==> config.mk <==
export PLATFORM = sky130hd
export DESIGN_NAME = fetch_ifid_stage
export DESIGN_NICKNAME = d
export VERILOG_FILES = /design/src/rtl/fetch_ifid_stage_pkg.sv /design/src/rtl/fetch_ifid_stage_pc_unit.sv /design/src/rtl/fetch_ifid_stage.sv
export SDC_FILE = /design/constraint.sdc
export NUM_CORES = 1
export LEC_CHECK = 0
export ABC_AREA = 0
export CORE_UTILIZATION = 42
export CTS_CLUSTER_DIAMETER = 50
export CTS_CLUSTER_SIZE = 16
export DETAILED_ROUTE_END_ITERATION = 12
export PLACE_DENSITY_LB_ADDON = 0.12
export SLEW_MARGIN = 25
export SYNTH_ARGS = -nofsm -noshare
export SYNTH_HDL_FRONTEND = slang
export SYNTH_SLANG_ARGS = --single-unit
==> constraint.sdc <==
create_clock -name clk -period 3.2 [get_ports clk]
set_clock_uncertainty 0.2 [all_clocks]
set_input_delay 0.64 -clock clk [delete_from_list [all_inputs] [get_ports clk]]
set_output_delay 0.64 -clock clk [all_outputs]
set_load 0.05 [all_outputs]
==> src/rtl/fetch_ifid_stage_pkg.sv <==
// Shared definitions for the fetch / IF-ID slice: default widths,
// instruction field positions, NOP encoding and the fetch FSM states.
package fetch_ifid_stage_pkg;

    localparam int unsigned INST_W_DEF     = 16;
    localparam int unsigned PC_W_DEF       = 32;
    localparam int unsigned REG_ADDR_W_DEF = 3;

    localparam int unsigned TWO_WORD_BIT = 15;
    localparam int unsigned RSRC_MSB     = 10;
    localparam int unsigned RSRC_LSB     = 8;
    localparam int unsigned RDST_MSB     = 7;
    localparam int unsigned RDST_LSB     = 5;

    localparam logic [INST_W_DEF-1:0] NOP_INST = '0;

    typedef enum logic {
        S_FETCH = 1'b0,
        S_IMM   = 1'b1
    } fetch_state_t;

    // An opcode word with the top marker bit set carries an immediate in the next word.
    function automatic logic is_two_word(input logic [INST_W_DEF-1:0] word);
        return word[TWO_WORD_BIT];
    endfunction

endpackage

==> src/rtl/fetch_ifid_stage_pc_unit.sv <==
// Program counter: async reset to RESET_PC, load target, hold, or increment.
// Increment is modulo 2^PC_W, so all-ones wraps to zero.
module pc_unit
    import fetch_ifid_stage_pkg::*;
#(
    parameter int unsigned      PC_W     = PC_W_DEF,
    parameter logic [PC_W-1:0]  RESET_PC = '0
) (
    input  logic            clk,
    input  logic            rst_n,
    input  logic            hold,
    input  logic            load,
    input  logic [PC_W-1:0] target,
    output logic [PC_W-1:0] pc,
    output logic [PC_W-1:0] pc_plus1
);

    logic [PC_W-1:0] pc_q;
    logic [PC_W-1:0] pc_d;

    assign pc       = pc_q;
    assign pc_plus1 = pc_q + {{(PC_W-1){1'b0}}, 1'b1};

    // Next PC: load wins over hold, otherwise step to the following word.
    always_comb begin
        pc_d = pc_plus1;
        if (load) begin
            pc_d = target;
        end else if (hold) begin
            pc_d = pc_q;
        end
    end

    // PC register.
    always_ff @(posedge clk or negedge rst_n) begin
        if (!rst_n) begin
            pc_q <= RESET_PC;
        end else begin
            pc_q <= pc_d;
        end
    end

endmodule

==> src/rtl/fetch_ifid_stage.sv <==
// Fetch stage plus IF/ID register. Assembles one- or two-word instructions
// (immediate follows the opcode word) and presents register fields to the
// load-use hazard unit. Flush beats stall beats normal advance.
// Optional: define STALL_COUNT_EN to add a saturating stall_count output.
module fetch_ifid_stage
    import fetch_ifid_stage_pkg::*;
#(
    parameter int unsigned      INST_W     = INST_W_DEF,
    parameter int unsigned      PC_W       = PC_W_DEF,
    parameter logic [PC_W-1:0]  RESET_PC   = '0,
    parameter int unsigned      REG_ADDR_W = REG_ADDR_W_DEF
) (
    input  logic                  clk,
    input  logic                  rst_n,
    input  logic                  stall_signal,
    input  logic                  flush,
    input  logic [PC_W-1:0]       flush_target,
    output logic [PC_W-1:0]       imem_addr,
    input  logic [INST_W-1:0]     imem_data,
    output logic [INST_W-1:0]     ifid_inst,
    output logic [INST_W-1:0]     ifid_imm,
    output logic [PC_W-1:0]       ifid_pc,
    output logic                  ifid_valid,
    output logic [REG_ADDR_W-1:0] rsrc_ifid,
    output logic [REG_ADDR_W-1:0] rdst_ifid
`ifdef STALL_COUNT_EN
    ,
    output logic [15:0]           stall_count
`endif
);

    fetch_state_t      state_q, state_d;
    logic [INST_W-1:0] hold_q, hold_d;
    logic [INST_W-1:0] ifid_inst_q, ifid_inst_d;
    logic [INST_W-1:0] ifid_imm_q, ifid_imm_d;
    logic [PC_W-1:0]   ifid_pc_q, ifid_pc_d;
    logic              ifid_valid_q, ifid_valid_d;

    logic [PC_W-1:0]   pc;
    logic [PC_W-1:0]   pc_plus1;
    logic              advance;

    assign advance = !flush && !stall_signal;

    pc_unit #(
        .PC_W     (PC_W),
        .RESET_PC (RESET_PC)
    ) u_pc (
        .clk      (clk),
        .rst_n    (rst_n),
        .hold     (stall_signal),
        .load     (flush),
        .target   (flush_target),
        .pc       (pc),
        .pc_plus1 (pc_plus1)
    );

    assign imem_addr  = pc;
    assign ifid_inst  = ifid_inst_q;
    assign ifid_imm   = ifid_imm_q;
    assign ifid_pc    = ifid_pc_q;
    assign ifid_valid = ifid_valid_q;
    assign rsrc_ifid  = ifid_inst_q[RSRC_MSB:RSRC_LSB];
    assign rdst_ifid  = ifid_inst_q[RDST_MSB:RDST_LSB];

    // FSM state register.
    always_ff @(posedge clk or negedge rst_n) begin
        if (!rst_n) begin
            state_q <= S_FETCH;
        end else begin
            state_q <= state_d;
        end
    end

    // Next state: a marked opcode word moves to S_IMM for its immediate.
    always_comb begin
        state_d = state_q;
        if (flush) begin
            state_d = S_FETCH;
        end else if (advance) begin
            case (state_q)
                S_FETCH: state_d = is_two_word(imem_data) ? S_IMM : S_FETCH;
                S_IMM:   state_d = S_FETCH;
            endcase
        end
    end

    // Datapath outputs: hold register and IF/ID next values per state.
    always_comb begin
        hold_d       = hold_q;
        ifid_inst_d  = ifid_inst_q;
        ifid_imm_d   = ifid_imm_q;
        ifid_pc_d    = ifid_pc_q;
        ifid_valid_d = ifid_valid_q;
        if (flush) begin
            hold_d       = '0;
            ifid_inst_d  = NOP_INST;
            ifid_imm_d   = '0;
            ifid_valid_d = 1'b0;
        end else if (advance) begin
            case (state_q)
                S_FETCH: begin
                    if (is_two_word(imem_data)) begin
                        // Park the opcode; IF/ID carries a bubble this cycle.
                        hold_d       = imem_data;
                        ifid_inst_d  = NOP_INST;
                        ifid_imm_d   = '0;
                        ifid_valid_d = 1'b0;
                    end else begin
                        ifid_inst_d  = imem_data;
                        ifid_imm_d   = '0;
                        ifid_pc_d    = pc_plus1;
                        ifid_valid_d = 1'b1;
                    end
                end
                S_IMM: begin
                    ifid_inst_d  = hold_q;
                    ifid_imm_d   = imem_data;
                    ifid_pc_d    = pc_plus1;
                    ifid_valid_d = 1'b1;
                end
            endcase
        end
    end

    // Hold register and IF/ID pipeline register.
    always_ff @(posedge clk or negedge rst_n) begin
        if (!rst_n) begin
            hold_q       <= '0;
            ifid_inst_q  <= '0;
            ifid_imm_q   <= '0;
            ifid_pc_q    <= '0;
            ifid_valid_q <= 1'b0;
        end else begin
            hold_q       <= hold_d;
            ifid_inst_q  <= ifid_inst_d;
            ifid_imm_q   <= ifid_imm_d;
            ifid_pc_q    <= ifid_pc_d;
            ifid_valid_q <= ifid_valid_d;
        end
    end

`ifdef STALL_COUNT_EN
    logic [15:0] stall_count_q, stall_count_d;

    assign stall_count = stall_count_q;

    // Count stalled cycles that are not overridden by a flush; saturate.
    always_comb begin
        stall_count_d = stall_count_q;
        if (stall_signal && !flush && (stall_count_q != '1)) begin
            stall_count_d = stall_count_q + 16'd1;
        end
    end

    // Stall counter register.
    always_ff @(posedge clk or negedge rst_n) begin
        if (!rst_n) begin
            stall_count_q <= '0;
        end else begin
            stall_count_q <= stall_count_d;
        end
    end
`endif

endmodule
# After elaboration in Yosys (flattened, before gate mapping)
# Cells that the tools add are included.
[word_totals]
ramBits = 0
romBits = 0
input_bits = 52
mem_count = 0
ff_bits = 114
out_inout_bits = 103
word_cells = 43
latchBits = 0
[classes]
bitwise_logic = 2
order_cmp = 0
n_mul = 0
reduce_logical = 7
shifts = 0
addsub = 1
mux = 23
n_eq_ne = 3
n_div = 0
[ops]
columns = ["operator", "n"]
rows = [
  ["16-bit two-way mux", 8],
  ["32-bit two-way mux", 3],
  ["16-bit case mux with 2 select lines", 2],
  ["32-bit case mux with 2 select lines", 1],
  ["32-bit by 1-bit adder with 32-bit output, second input constant", 1],
  ["15-bit two-way mux", 1],
  ["1-bit two-way mux", 6],
  ["3-bit AND reduction", 2],
  ["2-bit inequality test, second input constant", 2],
  ["1-bit case mux with 2 select lines", 2],
  ["2-bit nonzero test", 2],
  ["1-bit zero test", 2],
  ["2-bit by 1-bit inequality test with 1-bit output, second input constant", 1],
  ["1-bit inverter", 2],
  ["1-bit logical AND", 1],
]

# Depth between registers and ports, before layout
# Gate-level depths: netlist of run 1.
[depth]
word_depth = 4
mapped_depth = 7
depth_no_buf = 6

# Hierarchy
# From an unflattened synthesis of run 1, not the netlist that was laid out.
[hier_totals]
cells_unflattened = 565
area_unflattened_um2 = 5765.5
[modules_own_cells]
columns = ["mod", "area_per_inst_um2", "cells_each", "instances"]
rows = [
  ["fetch_ifid_stage", 3352.0, 260, 1],
  ["pc_unit", 2413.6, 305, 1],
]

# Least setup slack after synthesis of run 1
# OpenSTA, ideal clock, no wires.
[synth_path]
kind = "register to register"
from = "register u_pc.pc_q[0], in the netlist u_pc.pc[0]"
to = "register ifid_pc_q[26], in the netlist ifid_pc[26]"
required_ns = 2.917
setup_slack_ns = 0.805
arrival_ns = 2.112
synth_period_minus_slack_ns = 2.395
path_stages_with_launch = 7
path_cell_list = "dfrtp_1 ha_1 nand3_1 nor2_1 nand4_1 xor2_1 o21ai_0"
[synth_between]
elab_chain_cells = 3
[synth_rtl]
columns = ["item", "line", "rtl"]
rows = [
  ["start, declared", "fetch_ifid_stage_pc_unit.sv:18", "logic [PC_W-1:0] pc_q;"],
  ["start signal, assigned", "fetch_ifid_stage_pc_unit.sv:39", "pc_q <= pc_d;"],
  ["32-bit by 1-bit adder with 32-bit output (*)", "fetch_ifid_stage_pc_unit.sv:22", "assign pc_plus1 = pc_q + {{(PC_W-1){1'b0}}, 1'b1};"],
  ["32-bit two-way mux", "fetch_ifid_stage.sv:103", "if (is_two_word(imem_data)) begin"],
  ["32-bit case mux with 2 select lines (*)", "fetch_ifid_stage.sv:101", "case (state_q)"],
  ["end signal, assigned", "fetch_ifid_stage.sv:138", "ifid_pc_q <= ifid_pc_d;"],
  ["end, declared", "fetch_ifid_stage.sv:36", "logic [PC_W-1:0] ifid_pc_q, ifid_pc_d;"],
]
# Mark *: on every way between the ends. The rest lies on a longest branch, timed or not. The select of a mux whose other input is x is not followed.
# A chain may end at the register's enable or synchronous reset.

# Worst setup path after layout of run 1
[layout_path]
from = "register u_pc.pc_q[8], in the netlist u_pc.pc[8]"
to = "output port imem_addr[8]"
[layout_rtl]
columns = ["item", "line", "rtl"]
rows = [
  ["end, declared", "fetch_ifid_stage.sv:18", "output logic [PC_W-1:0] imem_addr,"],
]
# No word-level cell between the ends.

==> results of run 1 <==
==> routing by layer <==
layer / part of all wire, % / global-route usage, % / vias to the layer above
li1: - / - / 2148
met3: 4.7 / 5.54 / 19
met4: 1.7 / 9.06 / 0
met1: 45 / 31.1 / 2207
met2: 48 / 37.5 / 142
met5: 0 / 0 / -
==> per-stage QoR <==
| stage | util (%) | worst slack [ns] | hold WS, ns | instance area [µm²] |
|---|---|---|---|---|
| after floorplan | - | 0.805 | 0.144 | 5460 |
| after global placement | 56.0 | 0.418 | 0.261 | 7100 |
| after detailed placement | 56.0 | 0.331 | 0.271 | 7100 |
| after CTS | 60.5 | 0.483 | 0.0219 | 7670 |
| after global routing | 60.5 | 0.421 | 0.0606 | 7670 |
| final | 60.6 | 0.496 | 0.0151 | 7670 |
==> registers in the layout (all words and copies together), names as in the netlist <==
name / cells
u_pc.pc: 32
ifid_inst: 16
ifid_valid: 1
ifid_imm: 16
state_q: 1
hold_q: 16
ifid_pc: 32
==> layout make-up <==
cell class              instances  share of cell area, %
flip-flops and latches        114                   37.2
well taps                     172                   2.80
diodes                          1                 0.0326
inverters                       3                  0.147
multi-input cells             379                   31.1
clock inverters                11                   1.47
repair buffers                164                   21.3
clock buffers                  20                   5.95
==> cells in the final DEF (no fill, tap or decap), types with 17 or more instances in the layout <==
cell             Yosys  routed
dfrtp_1            114     114
o21ai_0             58      58
clkbuf_16            0      17
a22o_1              32      32
nor2_1              19      18
nand2_1             96      95
clkdlybuf4s50_1      0     152
xnor2_1             30      30
nand3_1             20      20
xor2_1              31      31
==> cells by family after synthesis <==
group / count (synthesis)
simple gates: 188
flops: 114
compound gates: 110
xor+xnor: 61
buf+inv: 50
mux: 19
fa+ha+maj: 1
==> report_power, final <==
| part | total, µW | internal [µW] | switching (µW) |
|---|---|---|---|
| Sequential | 1740 | 1590 | 157 |
| Clock | 1820 | 1170 | 653 |
| Combinational | 1150 | 404 | 749 |
==> final timing paths <==
check                                end  cells after the start     startpoint
hold / removal              ifid_inst[1]                      1          rst_n
min in group clk           ifid_inst[14]                      2  ifid_inst[14]
setup / recovery            imem_addr[8]                      1     u_pc.pc[8]
setup reg to reg             ifid_pc[30]                      7     u_pc.pc[0]
hold reg to reg            ifid_inst[14]                      2  ifid_inst[14]
max in group asynchronous    u_pc.pc[28]                      2          rst_n
==> flow_summary.json, run 1 <==
{
  "htree_levels": 4,
  "crit_chain": "clkdlybuf4s50_1",
  "clockBufferDepth": 2,
  "area_growth_pct": 40.5,
  "hold_path.class": "input port to async pin",
  "worst_path_max_delay_cell": "clkdlybuf4s50_1",
  "io_buffer_count": 154,
  "power.density_nw_per_um2": 615,
  "synth_ff_type": "dfrtp_1",
  "yosys_warnings": 0,
  "setup_violations": 0,
  "setup.worst_path.class": "register to primary output",
  "drtIter0Drc": 313,
  "grt_use_total_pct": 23.5,
  "vias": 4516,
  "antenna_found_initial": 0,
  "synth_nets": 596,
  "hold_viol": 0,
  "cts.sink_count": 114,
  "syn-cell-area_um2": 5460,
  "grt_pass1_vias": 4441,
  "critPathTopFamily": "buffers and inverters",
  "synth_xor_area_share_pct": 9.79,
  "slowest_delay_ns": 0.88,
  "die_x_um": 116,
  "ff2ff_setup_slack_ns": 0.60,
  "total_power_uw": 4720,
  "synth_edf_count": 0,
  "dr.pass1.iters": 5,
  "drv_cap": 0,
  "wl_per_cell_um": 17.1,
  "cts-root-buf": "clkbuf_16",
  "final_min_period_over_clock_period_pct": 84.5,
  "relSlewSlack_pct": 48.3,
  "power_leakage_uw": 0.00313,
  "overflow": 0,
  "drt-total-wl_mm": 14.8,
  "start_util_pct": 43.1,
  "stdcell_count": 864,
  "synth_compound_area_share_pct": 12.5,
  "period_minus_slack_ns": 2.70,
  "cts_resized": 0,
  "rsz0062_at_grt": "false",
  "fin_tns_setup_ns": 0,
  "crit_path_end_kind": "primary output",
  "core_area_um2": 12700,
  "avgSynthCellArea_um2": 10.1,
  "drive_gt1_share_pct": 9.41,
  "yosys.area.top_type": "dfrtp_1",
  "die_h_um": 116,
  "fmax_mhz": 370,
  "synth-simple-area-share_pct": 17.4,
  "cts_setup_buffers": 0,
  "max_slew.worst_pin.slew_ns": 0.773,
  "ctsHoldBuffers": 0,
  "io_pins": 155,
  "dp_cells": 832,
  "netlist_instances": 543,
  "status": "finished clean",
  "grt_start_max_net_pins": 73,
  "cp_max_fo": 9,
  "crit_required_ns": 2.36,
  "synth.area.top_cells": "dfrtp_1, nand2_1, o21ai_0",
  "ant_nets": 0,
  "grt_pass1_wl_mm": 23.7,
  "synth-seq-cells": 114,
  "crit_buf_inv": 1,
  "synth_commonest_cells": "dfrtp_1, nand2_1, o21ai_0, a22o_1, xor2_1",
  "startpoint_type": "register",
  "async_reset_ff_share_pct": 100,
  "critical_path_arrival_ns": 1.86,
  "via_per_inst": 5.23,
  "yosysTopAreaCellShare_pct": 52.3,
  "multi_input_area_um2": 2390,
  "dp.final_hpwl_mm": 10.4,
  "final_nets": 732,
  "finalWeightedCongestion": 0.854,
  "ys_types": 38,
  "dieArea_um2": 13500,
  "synth.most_common_cell": "dfrtp_1",
  "synth_top_family_by_area": "simple AND/OR/NAND/NOR gates",
  "fillers": 1153,
  "ff_latch_area_um2": 2850,
  "ys_seq_area_share_pct": 52.3,
  "clock_latency_ns": 0.42,
  "cts_tree": "yes",
  "slew_violations": 0,
  "drc_errors": 0,
  "cts.clk_slew.worst_paths_ns": 0.05,
  "synth_adder_area_share_pct": 0.229,
  "synthMuxAreaShare_pct": 3.55,
  "ir_drop_v": 0.000359,
  "rows": 41,
  "numCtsBuffers": 17
}
(Power assumes the default switching activity.)
==> run 2, diff against run 1 <==
==> constraint.sdc (replaced) <==
create_clock -name clk -period 2.7 [get_ports clk]
set_clock_uncertainty 0.2 [all_clocks]
set_input_delay 0.54 -clock clk [delete_from_list [all_inputs] [get_ports clk]]
set_output_delay 0.54 -clock clk [all_outputs]
set_load 0.05 [all_outputs]
==> flow_summary.json, run 2 (synthesized netlist as in run 1, its figures left out) <==
{
  "timing.rr.start": "u_pc.pc[18]",
  "status": "finished clean",
  "timing.rr.end": "ifid_pc[28]",
  "crit_path_end_kind": "primary output",
  "crit_buf_inv": 1,
  "ff2ff_setup_slack_ns": 0.47,
  "worstHoldEndpoint": "ifid_pc[26]",
  "overflow": 0,
  "rsz0062_at_grt": "false",
  "final_min_period_over_clock_period_pct": 95.9,
  "fin_util_pct": 60.7,
  "rows": 41,
  "fillers": 1134,
  "cts-root-buf": "clkbuf_16",
  "die_h_um": 116,
  "antenna_cells": 0,
  "numCtsBuffers": 17,
  "dp.final_hpwl_mm": 10.3,
  "slowest_delay_ns": 0.88,
  "cts_resized": 0,
  "crit_required_ns": 1.96,
  "period_minus_slack_ns": 2.59,
  "power.density_nw_per_um2": 696,
  "hold_path.class": "register to register",
  "drv_cap": 0,
  "dr.pass1.iters": 4,
  "critPathTopFamily": "buffers and inverters",
  "cts_setup_buffers": 0,
  "reg2regPathDepth": 5,
  "finalWeightedCongestion": 0.880,
  "worst_path_max_delay_cell": "clkdlybuf4s50_1",
  "final_nets": 743,
  "io_pins": 155,
  "htree_levels": 4,
  "setup.worst_path.class": "register to primary output",
  "max_slew.worst_pin.slew_ns": 0.680,
  "dieArea_um2": 13500,
  "fmax_mhz": 386,
  "hold_start": "ifid_pc[26]",
  "relSlewSlack_pct": 54.2,
  "stdcell_count": 866,
  "via_per_inst": 5.18,
  "slew_violations": 0,
  "crit_chain": "clkdlybuf4s50_1",
  "drive_gt1_share_pct": 9.80,
  "grt_pass1_vias": 4503,
  "final_common_cell": "clkdlybuf4s50_1",
  "wl_per_cell_um": 16.9,
  "die_x_um": 116,
  "vias": 4484,
  "grt_start_max_net_pins": 54,
  "fin_tns_setup_ns": 0,
  "drt-total-wl_mm": 14.6,
  "start_util_pct": 43.1,
  "startpoint_type": "register",
  "cts.sink_count": 114,
  "dp_cells": 842,
  "core_area_um2": 12700,
  "ir_drop_v": 0.000331,
  "power_leakage_uw": 0.00316,
  "io_buffer_count": 154,
  "ant_nets": 0,
  "whs_path_depth": 2,
  "cp_max_fo": 9,
  "clock_latency_ns": 0.42,
  "drc_errors": 0,
  "grt_pass1_wl_mm": 23.6,
  "hold_viol": 0,
  "final_cell_mix": "clkdlybuf4s50_1, dfrtp_1, nand2_1",
  "area_growth_pct": 40.8,
  "grt_use_total_pct": 23.5,
  "clockBufferDepth": 2,
  "cts_tree": "yes",
  "antenna_found_initial": 0,
  "setup_violations": 0,
  "cts.clk_slew.worst_paths_ns": 0.05,
  "drtIter0Drc": 264,
  "critical_path_arrival_ns": 1.85
}
==> run 2: cell count changes in the layout (fill, tap and decap cells not counted), moves of 2 or more <==
cell	change
bufinv_16	-2
buf_4	+9
clkbuf_8	+2
clkinvlp_4	-3
clkinv_2	-4
==> run 2: layout make-up <==
cell class / instances / area (µm²) / share of cell area (%)
clock inverters: 2 / 10.0 / 0.130
inverters: 3 / 11.3 / 0.146
multi-input cells: 379 / 2390 / 31.0
flip-flops and latches: 114 / 2850 / 37.1
well taps: 172 / 215 / 2.80
clock buffers: 21 / 480 / 6.25
repair buffers: 175 / 1730 / 22.5
==> run 2: worst max-delay path by stage <==
stage,endpoint,from,cells after the start
2_1_floorplan,ifid_pc[26],u_pc.pc[0],6
3_3_place_gp,u_pc.pc[30],stall_signal,8
3_5_place_dp,u_pc.pc[30],stall_signal,8
4_1_cts,imem_addr[8],u_pc.pc[8],1
5_1_grt,imem_addr[18],u_pc.pc[18],1
6_report,imem_addr[8],u_pc.pc[8],1
==> run 2: timing repair <==
item | CTS | global route
setup endpoints to repair | 0 | 0
hold buffers | 1 | 0
hold endpoints to repair | 39 | 0
==> run 2: layer usage <==
metal | part of all wire, % | track usage [%] | vias up
met4 | 1.5 | 9.23 | 0
met1 | 44 | 31.2 | 2179
met5 | 0 | 0 | -
met2 | 49 | 37.5 | 134
met3 | 5.1 | 5.07 | 15
li1 | - | - | 2156
==> run 2: per-stage QoR <==
stage	hold slack [ns]	setup WS (ns)	instance area, µm²	total power [µW]
final	0.271	0.109	7690	5350
after global routing	0.295	0.0389	7690	5570
after CTS	0.280	0.0894	7690	5390
after detailed placement	0.270	0.114	7190	3470
after global placement	0.261	0.147	7190	3450
after floorplan	0.0444	0.305	5460	2910
==> run 2: report_power, final <==
group	internal (µW)	switching, µW	total [µW]
Sequential	1880	184	2060
Combinational	485	887	1370
Clock	1210	702	1910
==> run 3, diff against run 2 <==
--- a/config.mk
+++ b/config.mk
@@ -6,7 +6,7 @@
 export NUM_CORES = 1
 export LEC_CHECK = 0
 export ABC_AREA = 0
-export CORE_UTILIZATION = 42
+export CORE_UTILIZATION = 49
 export CTS_CLUSTER_DIAMETER = 50
 export CTS_CLUSTER_SIZE = 16
 export DETAILED_ROUTE_END_ITERATION = 12
@@ -14,4 +14,5 @@
 export SLEW_MARGIN = 25
 export SYNTH_ARGS = -nofsm -noshare
 export SYNTH_HDL_FRONTEND = slang
+export SYNTH_HIERARCHICAL = 1
 export SYNTH_SLANG_ARGS = --single-unit
==> flow_summary.json, run 3 <==
{
  "status": "finished, violations left",
  "violations": "hold timing",
  "drive_gt1_share_pct": 13.6,
  "grt_use_total_pct": 25.3,
  "core_area_um2": 11400,
  "crit_chain": "clkdlybuf4s50_1",
  "io_buffer_count": 154,
  "clock_latency_ns": 0.41,
  "ys_seq_area_share_pct": 49.5,
  "io_pins": 155,
  "yosys_warnings": 6,
  "synth_edf_count": 0,
  "ctsHoldBuffers": 0,
  "ys_types": 49,
  "ant_nets": 0,
  "via_per_inst": 5.55,
  "period_minus_slack_ns": 2.58,
  "cts.sink_count": 114,
  "synth.most_common_cell": "dfrtp_1",
  "numCtsBuffers": 17,
  "cts.clk_slew.worst_paths_ns": 0.05,
  "switchingPower_uw": 1970,
  "drtIter0Drc": 292,
  "final_common_cell": "clkdlybuf4s50_1",
  "final_min_period_over_clock_period_pct": 95.5,
  "netlist_instances": 565,
  "hold_viol": 3,
  "p_seq_share_pct": 35.6,
  "crit_buf_inv": 1,
  "relSlewSlack_pct": 57.1,
  "dieArea_um2": 12200,
  "die_h_um": 110,
  "start_util_pct": 50.5,
  "setup_violations": 0,
  "hold_path.class": "input port to async pin",
  "slew_violations": 0,
  "synth_ff_type": "dfrtp_1",
  "final_cell_mix": "clkdlybuf4s50_1, dfrtp_1, nand2_1",
  "synth.area.top_cells": "dfrtp_1, nand2_1, mux2_4",
  "dr.pass1.iters": 5,
  "synth-seq-cells": 114,
  "total_power_uw": 5880,
  "crit_path_end_kind": "primary output",
  "setup.worst_path.class": "register to primary output",
  "max_slew.worst_pin.slew_ns": 0.644,
  "drv_cap": 0,
  "rsz0062_at_grt": "false",
  "dp.final_hpwl_mm": 10.2,
  "cts_resized": 0,
  "ff2ff_setup_slack_ns": 0.18,
  "antenna_found_initial": 0,
  "htree_levels": 4,
  "clkPwrFrac_pct": 36.3,
  "synth_commonest_cells": "dfrtp_1, nand2_1, nor2_1, o21ai_0, xnor2_1",
  "cp_max_fo": 9,
  "area_growth_pct": 38.6,
  "holdWs_ns": -0.00138,
  "syn-cell-area_um2": 5770,
  "antenna_cells": 0,
  "die_x_um": 110,
  "grt_pass1_vias": 4849,
  "wl_per_cell_um": 17.2,
  "grt_pass1_wl_mm": 24.6,
  "grt_start_max_net_pins": 115,
  "crit_required_ns": 1.96,
  "slowest_delay_ns": 0.92,
  "yosysTopAreaCellShare_pct": 49.5,
  "clockBufferDepth": 2,
  "finalWeightedCongestion": 0.869,
  "cell_internal_pwr_uw": 3910,
  "vias": 4804,
  "worst_path_max_delay_cell": "clkdlybuf4s50_1",
  "yosys.area.top_type": "dfrtp_1",
  "power_leakage_uw": 0.00328,
  "synth_nets": 618,
  "fin_util_pct": 70.0,
  "async_reset_ff_share_pct": 100,
  "overflow": 0,
  "ir_drop_v": 0.000578,
  "pwr-share-comb_pct": 28.1,
  "startpoint_type": "register",
  "avgSynthCellArea_um2": 10.2,
  "fmax_mhz": 388,
  "final_nets": 763,
  "critPathTopFamily": "buffers and inverters",
  "critical_path_arrival_ns": 1.84,
  "cts_tree": "yes",
  "rows": 39,
  "switching_share_pct": 33.5,
  "fin_tns_setup_ns": 0,
  "power.density_nw_per_um2": 736,
  "cts-root-buf": "clkbuf_16",
  "drc_errors": 0,
  "drt-total-wl_mm": 14.8,
  "cts_setup_buffers": 0
}
run 3: changes by cell type after synthesis, sizes merged, moves of 14 or more:
cell / before / now
nor2: 19 / 36
xor2: 31 / 17
a21oi: 0 / 18
a31oi: 0 / 14
a22o: 32 / 16
mux2: 3 / 32
o21ai: 76 / 32
run 3: routing by layer:
| metal | routed length, µm | global-route usage, % | vias up |
|---|---|---|---|
| met1 | 6330 | 32.2 | 2327 |
| met2 | 7400 | 42.0 | 179 |
| met3 | 860 | 6.42 | 18 |
| met5 | 0 | 0 | - |
| li1 | - | - | 2280 |
| met4 | 250 | 8.53 | 0 |
run 3: cell type report:
cell class              count  area, µm²
fillers                   879       3430
clock buffers              23        498
repair buffers            176       1740
flip-flops and latches    114       2860
inverters                   7       26.3
well taps                 143        179
clock inverters             8       77.6
multi-input cells         394       2610
run 3: path summary, 6_finish.rpt:
kind | from | end | depth (start not counted)
setup / recovery | u_pc/pc[15] | imem_addr[15] | 1
hold / removal | rst_n | ifid_inst[1] | 2
setup reg to reg | u_pc/pc[0] | ifid_pc[22] | 6
hold reg to reg | ifid_valid | ifid_valid | 2
max in group asynchronous | rst_n | ifid_pc[18] | 2
min in group clk | ifid_valid | ifid_valid | 2
run 3: metrics by stage:
step           setup WS, ns  area (µm²)  hold WS (ns)  instances
4_1_cts               0.117        7990        0.0416        865
2_1_floorplan        0.0188        5770        0.0444        565
3_3_place_gp          0.217        7410         0.258        834
6_report              0.123        7990      -0.00138        865
3_5_place_dp          0.109        7410         0.272        834
5_1_grt              0.0752        7990        0.0724        865
run 3: cell families after synthesis:
kind of cell               after synthesis  share of synthesized area [%]
adders and majority gates                1                          0.217
buffers and inverters                   57                           5.36
muxes                                   49                           10.1
AOI/OAI and AO/OA                       97                           10.9
xor gates and xnor gates                40                           6.08
DFF                                    114                           49.5
and+or+nand+nor                        207                           17.9
run 3: power groups by stage:
stage	clock (µW)	sequential, µW	combinational (µW)
final	2130	2090	1650
after global routing	2240	2120	1730
after CTS	2160	2090	1660
after detailed placement	0	2120	1650
after global placement	0	2110	1630
after floorplan	0	2710	435
